`config.mk`:
```
export PLATFORM = sky130hd
export DESIGN_NAME = sc_pssched_controller_flat
export DESIGN_NICKNAME = d
export VERILOG_FILES = /design/src/rtl/sc_pssched_pkg.sv /design/src/rtl/sc_pssched_if.sv /design/src/rtl/sc_pssched_edge.sv /design/src/rtl/sc_pssched_controller.sv /design/src/flat_wrapper.sv
export SDC_FILE = /design/constraint.sdc
export NUM_CORES = 1
export LEC_CHECK = 0
export CAP_MARGIN = 10
export CELL_PAD_IN_SITES_DETAIL_PLACEMENT = 1
export CELL_PAD_IN_SITES_GLOBAL_PLACEMENT = 2
export CORE_AREA = 2 2 58 82
export DETAILED_ROUTE_END_ITERATION = 8
export DIE_AREA = 0 0 60 84
export GPL_ROUTABILITY_DRIVEN = 0
export HOLD_SLACK_MARGIN = 0.03
export PLACE_DENSITY = 0.78
export SLEW_MARGIN = 20
export SYNTH_ARGS = -nofsm -noshare
export SYNTH_HDL_FRONTEND = slang
export SYNTH_SLANG_ARGS = --single-unit
```
`constraint.sdc`:
```
create_clock -name SC_PSSCHED_CLOCK_50 -period 2 [get_ports SC_PSSCHED_CLOCK_50]
set_input_delay 0.2 -clock SC_PSSCHED_CLOCK_50 [delete_from_list [all_inputs] [get_ports SC_PSSCHED_CLOCK_50]]
set_output_delay 0.2 -clock SC_PSSCHED_CLOCK_50 [all_outputs]
set_load 0.05 [all_outputs]
```
`src/rtl/sc_pssched_pkg.sv`:
```
// Shared state encoding and default widths for the push-button strobe sequencer.
package sc_pssched_pkg;

  localparam int BURST_WIDTH_DEF = 4;
  localparam int GAP_WIDTH_DEF   = 4;

  localparam logic [2:0] IDLE = 3'd0;
  localparam logic [2:0] LOAD = 3'd1;
  localparam logic [2:0] RAND = 3'd2;
  localparam logic [2:0] GAP  = 3'd3;
  localparam logic [2:0] DONE = 3'd4;

  typedef enum logic [2:0] {
    S_IDLE = IDLE,
    S_LOAD = LOAD,
    S_RAND = RAND,
    S_GAP  = GAP,
    S_DONE = DONE
  } pss_state_e;

endpackage

```
`src/rtl/sc_pssched_if.sv`:
```
// Button/config inputs and RegGENERAL strobe/status outputs of the sequencer.
interface sc_pssched_if #(
  parameter int BURST_WIDTH = 4,
  parameter int GAP_WIDTH   = 4
);
  logic                   SC_PSSCHED_load_InLow;
  logic                   SC_PSSCHED_rand_InLow;
  logic [BURST_WIDTH-1:0] SC_PSSCHED_burst_InBUS;
  logic [GAP_WIDTH-1:0]   SC_PSSCHED_gap_InBUS;
  logic                   SC_PSSCHED_load_OutLow;
  logic                   SC_PSSCHED_rand_OutLow;
  logic                   SC_PSSCHED_busy_Out;
  logic                   SC_PSSCHED_done_Out;
  logic [BURST_WIDTH:0]   SC_PSSCHED_count_OutBUS;

  modport slave (
    input  SC_PSSCHED_load_InLow, SC_PSSCHED_rand_InLow,
           SC_PSSCHED_burst_InBUS, SC_PSSCHED_gap_InBUS,
    output SC_PSSCHED_load_OutLow, SC_PSSCHED_rand_OutLow,
           SC_PSSCHED_busy_Out, SC_PSSCHED_done_Out, SC_PSSCHED_count_OutBUS
  );

  modport master (
    output SC_PSSCHED_load_InLow, SC_PSSCHED_rand_InLow,
           SC_PSSCHED_burst_InBUS, SC_PSSCHED_gap_InBUS,
    input  SC_PSSCHED_load_OutLow, SC_PSSCHED_rand_OutLow,
           SC_PSSCHED_busy_Out, SC_PSSCHED_done_Out, SC_PSSCHED_count_OutBUS
  );
endinterface

```
`src/rtl/sc_pssched_edge.sv`:
```
// Falling-edge detector on an active-low button, latching into a sticky pending flag.
module sc_pssched_edge (
  input  logic clk,
  input  logic rst_n,
  input  logic i_btn_n,
  input  logic i_clr,
  output logic o_pend
);

  logic r_hist;
  logic r_arm;
  logic r_pend;
  logic w_press;

  // r_arm blocks the first edge after reset so a button held through reset
  // only loads the history instead of counting as a fresh press.
  assign w_press = r_arm & r_hist & ~i_btn_n;

  always_ff @(posedge clk or negedge rst_n) begin
    if (!rst_n) begin
      r_hist <= 1'b1;
      r_arm  <= 1'b0;
      r_pend <= 1'b0;
    end else begin
      r_hist <= i_btn_n;
      r_arm  <= 1'b1;
      if (w_press)    r_pend <= 1'b1;
      else if (i_clr) r_pend <= 1'b0;
    end
  end

  assign o_pend = r_pend;

endmodule

```
`src/rtl/sc_pssched_controller.sv`:
```
// Button-to-strobe sequencer: arbitrates load/rand presses, expands rand into timed bursts.
module sc_pssched_controller
  import sc_pssched_pkg::*;
#(
  parameter int BURST_WIDTH = BURST_WIDTH_DEF,
  parameter int GAP_WIDTH   = GAP_WIDTH_DEF
) (
  input  logic       SC_PSSCHED_CLOCK_50,
  input  logic       SC_PSSCHED_RESET_InLow,
  sc_pssched_if.slave bus
);

  localparam logic [BURST_WIDTH:0] CNT_FULL = {1'b1, {BURST_WIDTH{1'b0}}};

  pss_state_e             r_state, w_nstate;
  logic [BURST_WIDTH:0]   r_cnt, w_cnt_nxt;
  logic [GAP_WIDTH-1:0]   r_gap, w_gap_nxt;
  logic [GAP_WIDTH-1:0]   r_gcnt, w_gcnt_nxt;
  logic                   w_load_pend, w_rand_pend;
  logic                   w_load_clr, w_rand_clr;
  logic                   r_load_n, r_rand_n, r_busy, r_done;

  sc_pssched_edge u_load_edge (
    .clk     (SC_PSSCHED_CLOCK_50),
    .rst_n   (SC_PSSCHED_RESET_InLow),
    .i_btn_n (bus.SC_PSSCHED_load_InLow),
    .i_clr   (w_load_clr),
    .o_pend  (w_load_pend)
  );

  sc_pssched_edge u_rand_edge (
    .clk     (SC_PSSCHED_CLOCK_50),
    .rst_n   (SC_PSSCHED_RESET_InLow),
    .i_btn_n (bus.SC_PSSCHED_rand_InLow),
    .i_clr   (w_rand_clr),
    .o_pend  (w_rand_pend)
  );

  always_comb begin
    w_nstate   = r_state;
    w_cnt_nxt  = r_cnt;
    w_gap_nxt  = r_gap;
    w_gcnt_nxt = r_gcnt;
    w_load_clr = 1'b0;
    w_rand_clr = 1'b0;
    case (r_state)
      S_IDLE: begin
        if (w_load_pend) begin
          w_nstate   = S_LOAD;
          w_load_clr = 1'b1;
        end else if (w_rand_pend) begin
          w_nstate   = S_RAND;
          w_rand_clr = 1'b1;
          w_cnt_nxt  = (bus.SC_PSSCHED_burst_InBUS == '0) ? CNT_FULL
                                                          : {1'b0, bus.SC_PSSCHED_burst_InBUS};
          w_gap_nxt  = bus.SC_PSSCHED_gap_InBUS;
        end
      end
      S_LOAD: w_nstate = S_DONE;
      S_RAND: begin
        w_cnt_nxt = r_cnt - 1'b1;
        if (r_cnt == {{BURST_WIDTH{1'b0}}, 1'b1}) w_nstate = S_DONE;
        else if (r_gap == '0)                       w_nstate = S_RAND;
        else begin
          w_nstate   = S_GAP;
          w_gcnt_nxt = r_gap;
        end
      end
      S_GAP: begin
        // Entered with gcnt=gap, leaves at gcnt=1: gap idle cycles between strobes.
        if (r_gcnt == {{(GAP_WIDTH-1){1'b0}}, 1'b1}) w_nstate = S_RAND;
        else                                         w_gcnt_nxt = r_gcnt - 1'b1;
      end
      S_DONE:  w_nstate = S_IDLE;
      default: w_nstate = S_IDLE;
    endcase
  end

  // Outputs are registered from the next state so they change only on clock edges.
  always_ff @(posedge SC_PSSCHED_CLOCK_50 or negedge SC_PSSCHED_RESET_InLow) begin
    if (!SC_PSSCHED_RESET_InLow) begin
      r_state  <= S_IDLE;
      r_cnt    <= '0;
      r_gap    <= '0;
      r_gcnt   <= '0;
      r_load_n <= 1'b1;
      r_rand_n <= 1'b1;
      r_busy   <= 1'b0;
      r_done   <= 1'b0;
    end else begin
      r_state  <= w_nstate;
      r_cnt    <= w_cnt_nxt;
      r_gap    <= w_gap_nxt;
      r_gcnt   <= w_gcnt_nxt;
      r_load_n <= (w_nstate != S_LOAD);
      r_rand_n <= (w_nstate != S_RAND);
      r_busy   <= (w_nstate != S_IDLE);
      r_done   <= (w_nstate == S_DONE);
    end
  end

  assign bus.SC_PSSCHED_load_OutLow  = r_load_n;
  assign bus.SC_PSSCHED_rand_OutLow  = r_rand_n;
  assign bus.SC_PSSCHED_busy_Out     = r_busy;
  assign bus.SC_PSSCHED_done_Out     = r_done;
  assign bus.SC_PSSCHED_count_OutBUS = r_cnt;

endmodule

```
`src/flat_wrapper.sv`:
```
// flat-port wrapper written by rule: the top's interface ports become plain ports
module sc_pssched_controller_flat import sc_pssched_pkg::*;
#(
  parameter int BURST_WIDTH = BURST_WIDTH_DEF,
  parameter int GAP_WIDTH   = GAP_WIDTH_DEF
)
  (SC_PSSCHED_CLOCK_50, SC_PSSCHED_RESET_InLow, bus_SC_PSSCHED_load_InLow, bus_SC_PSSCHED_rand_InLow, bus_SC_PSSCHED_burst_InBUS, bus_SC_PSSCHED_gap_InBUS, bus_SC_PSSCHED_load_OutLow, bus_SC_PSSCHED_rand_OutLow, bus_SC_PSSCHED_busy_Out, bus_SC_PSSCHED_done_Out, bus_SC_PSSCHED_count_OutBUS);
  sc_pssched_if #(.BURST_WIDTH(BURST_WIDTH), .GAP_WIDTH(GAP_WIDTH)) bus_i ();
  input  logic SC_PSSCHED_CLOCK_50;
  input  logic SC_PSSCHED_RESET_InLow;
  input wire logic [$bits(bus_i.SC_PSSCHED_load_InLow)-1:0] bus_SC_PSSCHED_load_InLow;
  input wire logic [$bits(bus_i.SC_PSSCHED_rand_InLow)-1:0] bus_SC_PSSCHED_rand_InLow;
  input wire logic [$bits(bus_i.SC_PSSCHED_burst_InBUS)-1:0] bus_SC_PSSCHED_burst_InBUS;
  input wire logic [$bits(bus_i.SC_PSSCHED_gap_InBUS)-1:0] bus_SC_PSSCHED_gap_InBUS;
  output wire logic [$bits(bus_i.SC_PSSCHED_load_OutLow)-1:0] bus_SC_PSSCHED_load_OutLow;
  output wire logic [$bits(bus_i.SC_PSSCHED_rand_OutLow)-1:0] bus_SC_PSSCHED_rand_OutLow;
  output wire logic [$bits(bus_i.SC_PSSCHED_busy_Out)-1:0] bus_SC_PSSCHED_busy_Out;
  output wire logic [$bits(bus_i.SC_PSSCHED_done_Out)-1:0] bus_SC_PSSCHED_done_Out;
  output wire logic [$bits(bus_i.SC_PSSCHED_count_OutBUS)-1:0] bus_SC_PSSCHED_count_OutBUS;
  assign bus_i.SC_PSSCHED_load_InLow = bus_SC_PSSCHED_load_InLow;
  assign bus_i.SC_PSSCHED_rand_InLow = bus_SC_PSSCHED_rand_InLow;
  assign bus_i.SC_PSSCHED_burst_InBUS = bus_SC_PSSCHED_burst_InBUS;
  assign bus_i.SC_PSSCHED_gap_InBUS = bus_SC_PSSCHED_gap_InBUS;
  assign bus_SC_PSSCHED_load_OutLow = bus_i.SC_PSSCHED_load_OutLow;
  assign bus_SC_PSSCHED_rand_OutLow = bus_i.SC_PSSCHED_rand_OutLow;
  assign bus_SC_PSSCHED_busy_Out = bus_i.SC_PSSCHED_busy_Out;
  assign bus_SC_PSSCHED_done_Out = bus_i.SC_PSSCHED_done_Out;
  assign bus_SC_PSSCHED_count_OutBUS = bus_i.SC_PSSCHED_count_OutBUS;
  sc_pssched_controller #(.BURST_WIDTH(BURST_WIDTH), .GAP_WIDTH(GAP_WIDTH)) u_core (.SC_PSSCHED_CLOCK_50(SC_PSSCHED_CLOCK_50), .SC_PSSCHED_RESET_InLow(SC_PSSCHED_RESET_InLow), .bus(bus_i));
endmodule
```
==> results.ini <==
[run_status]
status=complete, no violations

[timing]
timing.final.crit_share_pct=98.2
period_needed_ns=1.96
maxSlewHeadroom_pct=64.0
timing.fmax_mhz=509
setup_ws_ns=0.0359
finalSetupViolCount=0
finalHoldViolCount=0
skew_ns=0.00481
worstMarginPinSlew_ns=0.536
grt_setup_unrepaired=true
report.final.slew_viol_count=0

[clocking]
cts-root-buf=clkbuf_8
clkTransAtPathRegs_ns=0.09
cts.sinks=25
clock_path_buffers=2
clock_latency_ns=0.26
postCtsSetupBuffers=0
cts_tree=yes
numCtsBuffers=3
htree_levels=1

[worst_setup_path]
cp-end-kind=flop
worst_ep_arrival_time_ns=2.16
reg2reg_depth=6
required_ns=2.19
crit_type=reg -> reg
cp-start-kind=flop
crit_fanout=2

[layout]
drive_gt1_share_pct=19.2
num-nets-final=163
syn_to_final_growth_pct=30.0
final_cell_mix=clkdlybuf4s50_1 (20), dfrtp_1 (19), o21ai_0 (17), nor2_1 (7), buf_4 (7)
final_common_cell=clkdlybuf4s50_1
insertedDiodeCount=0
n_fill_cell=516
fin_area_um2=1570

[pwr]
power_mw=2.58
powerDensity_nw_per_um2=1640
p_leak_nw=0.652
ir_drop_mv=0.515

[synth]
synthMuxAreaShare_pct=3.73
synth_ff_type=dfrtp_1
syn_nets=136
synth.distinct_cells=35
synth_warnings=0
synth_area_leaders=dfrtp_1 (43%), dfstp_2 (8.7%), o21ai_0 (7.0%), ha_1 (4.1%), mux2_2 (3.7%)
synth_fa_ha_area_share_pct=4.14
ys_seq_area_share_pct=52.2
synth_compound_gate_area_share_pct=16.8
synth-seq-cells=25
synth_area_per_cell_um2=10.1
yosysTopAreaCell=dfrtp_1
synth_xor_area_share_pct=0
synth_top_area_share_pct=43.5
synthSimpleGateAreaFrac_pct=19.4
syn_area_um2=1210
synth_edf_count=0
synthCells=120
synth_top_family_by_area=simple AND/OR/NAND/NOR gates
async_flop_share_pct=100

[drt]
drc=0
dr.pass1.iters=2
viasPerCell=4.76
wl_per_cell_um=13.3
ant_nets=0
routed_wl_um=2760
dr.first_iter.drc_count=19
vias=990

[floorplan]
die_w_um=60
io_pins=21
core_um2=4390
dieArea_um2=5040
die_h_um=84
num_rows=29
initial_core_util_pct=27.5

[global_routing]
grt_pass1_vias=1056
grt_max_degree=26
grt.overflow.total=0
grt_pass1_wl_um=4770
grt.total_usage_pct=12.1
antenna_found_initial=0

[flow_run]
cap_violations=0

[place]
hpwlAfterDp_um=2140
dp_slack_ns=0.00611
port_buffers=20
place_area_um2=1520

[min_path]
hold_class=in -> async

Yosys cell counts, drive strengths merged (3+ instances only):
cell type  instances
a21oi              6
nor3               3
dfstp              4
nand3              4
ha                 4
dfrtp             21
nor2               7
inv                6
nand2              6
clkbuf             4
nand2b             5
o21ai             18
or3b               4
mux2               4
final cells by class:
class	count	area (um^2)	share of cell area, %
tap	62	77.6	4.94
multi-input combinational	84	541	34.4
inverter	6	22.5	1.43
timing repair buffer	27	253	16.1
clock buffer	4	45.0	2.87
sequential	25	633	40.3
path summary, 6_finish.rpt:
path                              slack [ns]                                              start                                     endpoint
setup / recovery                        0.04  u_core.bus.SC_PSSCHED_count_OutBUS[1]$_DFFE_PN0P_  u_core.bus.SC_PSSCHED_rand_OutLow$_DFF_PN1_
hold / removal                          0.31                             SC_PSSCHED_RESET_InLow     u_core.bus.SC_PSSCHED_done_Out$_DFF_PN0_
setup reg to reg                        0.04  u_core.bus.SC_PSSCHED_count_OutBUS[1]$_DFFE_PN0P_  u_core.bus.SC_PSSCHED_rand_OutLow$_DFF_PN1_
hold reg to reg                         0.51                u_core.u_load_edge.r_hist$_DFF_PN1_        u_core.u_load_edge.o_pend$_DFFE_PN0P_
max in group asynchronous               1.40                             SC_PSSCHED_RESET_InLow          u_core.u_rand_edge.r_hist$_DFF_PN1_
min in group SC_PSSCHED_CLOCK_50        0.36                          bus_SC_PSSCHED_rand_InLow          u_core.u_rand_edge.r_hist$_DFF_PN1_
per-stage QoR:
| step | instances | setup TNS (ns) | util [%] | hold slack (ns) |
|---|---|---|---|---|
| after floorplan | 120 | -0.240 | - | -0.0956 |
| after global placement | 204 | 0 | 34.7 | 0.483 |
| after detailed placement | 204 | 0 | 34.7 | 0.499 |
| after CTS | 208 | -0.00143 | 35.7 | 0.316 |
| after global routing | 208 | -0.0211 | 35.8 | 0.341 |
| final | 208 | 0 | 35.8 | 0.308 |
registers in the layout, indices dropped and copies added, names as in the netlist:
name / count
u_core.bus.SC_PSSCHED_rand_OutLow: 1
u_core.u_load_edge.o_pend: 1
u_core.u_load_edge.r_arm: 1
u_core.r_gcnt: 4
u_core.r_state: 3
u_core.r_gap: 4
u_core.bus.SC_PSSCHED_busy_Out: 1
u_core.u_rand_edge.o_pend: 1
u_core.u_rand_edge.r_hist: 1
u_core.bus.SC_PSSCHED_done_Out: 1
u_core.bus.SC_PSSCHED_count_OutBUS: 5
u_core.u_load_edge.r_hist: 1
u_core.bus.SC_PSSCHED_load_OutLow: 1
where the power goes:
| group | switching (mW) | total (mW) | internal, mW |
|---|---|---|---|
| logic | 0.779 | 1.37 | 0.592 |
| registers | 0.182 | 0.911 | 0.729 |
| clock network | 0.152 | 0.295 | 0.142 |
metal layers:
layer	up-vias	routed length [um]	GRT usage, %
met5	-	0	0
met4	0	41	4.85
met3	4	87	1.55
met2	18	1510	21.5
met1	485	1130	14.0
li1	483	-	-
kinds of logic after synthesis:
family          after synthesis
simple gates                 40
compound gates               35
other cells                   1
mux                           4
flops                        25
buf+inv                      11
fa+ha+maj                     4
critical path, stage by stage (launching register included):
cell	delay (ns)
dfrtp_2	0.41
inv_2	0.06
ha_1	0.12
or4b_4	0.46
a32o_2	0.27
or3b_4	0.37
or2_1	0.21
repair_timing:
action / CTS / global route
gates resized for setup: 0 / 3
hold endpoints to repair: 0 / 0
pin swaps: 0 / 1
hold buffers: 0 / 0
endpoints found under the setup margin: 1 / 2
Note: power is estimated with default switching activity, not from simulation.
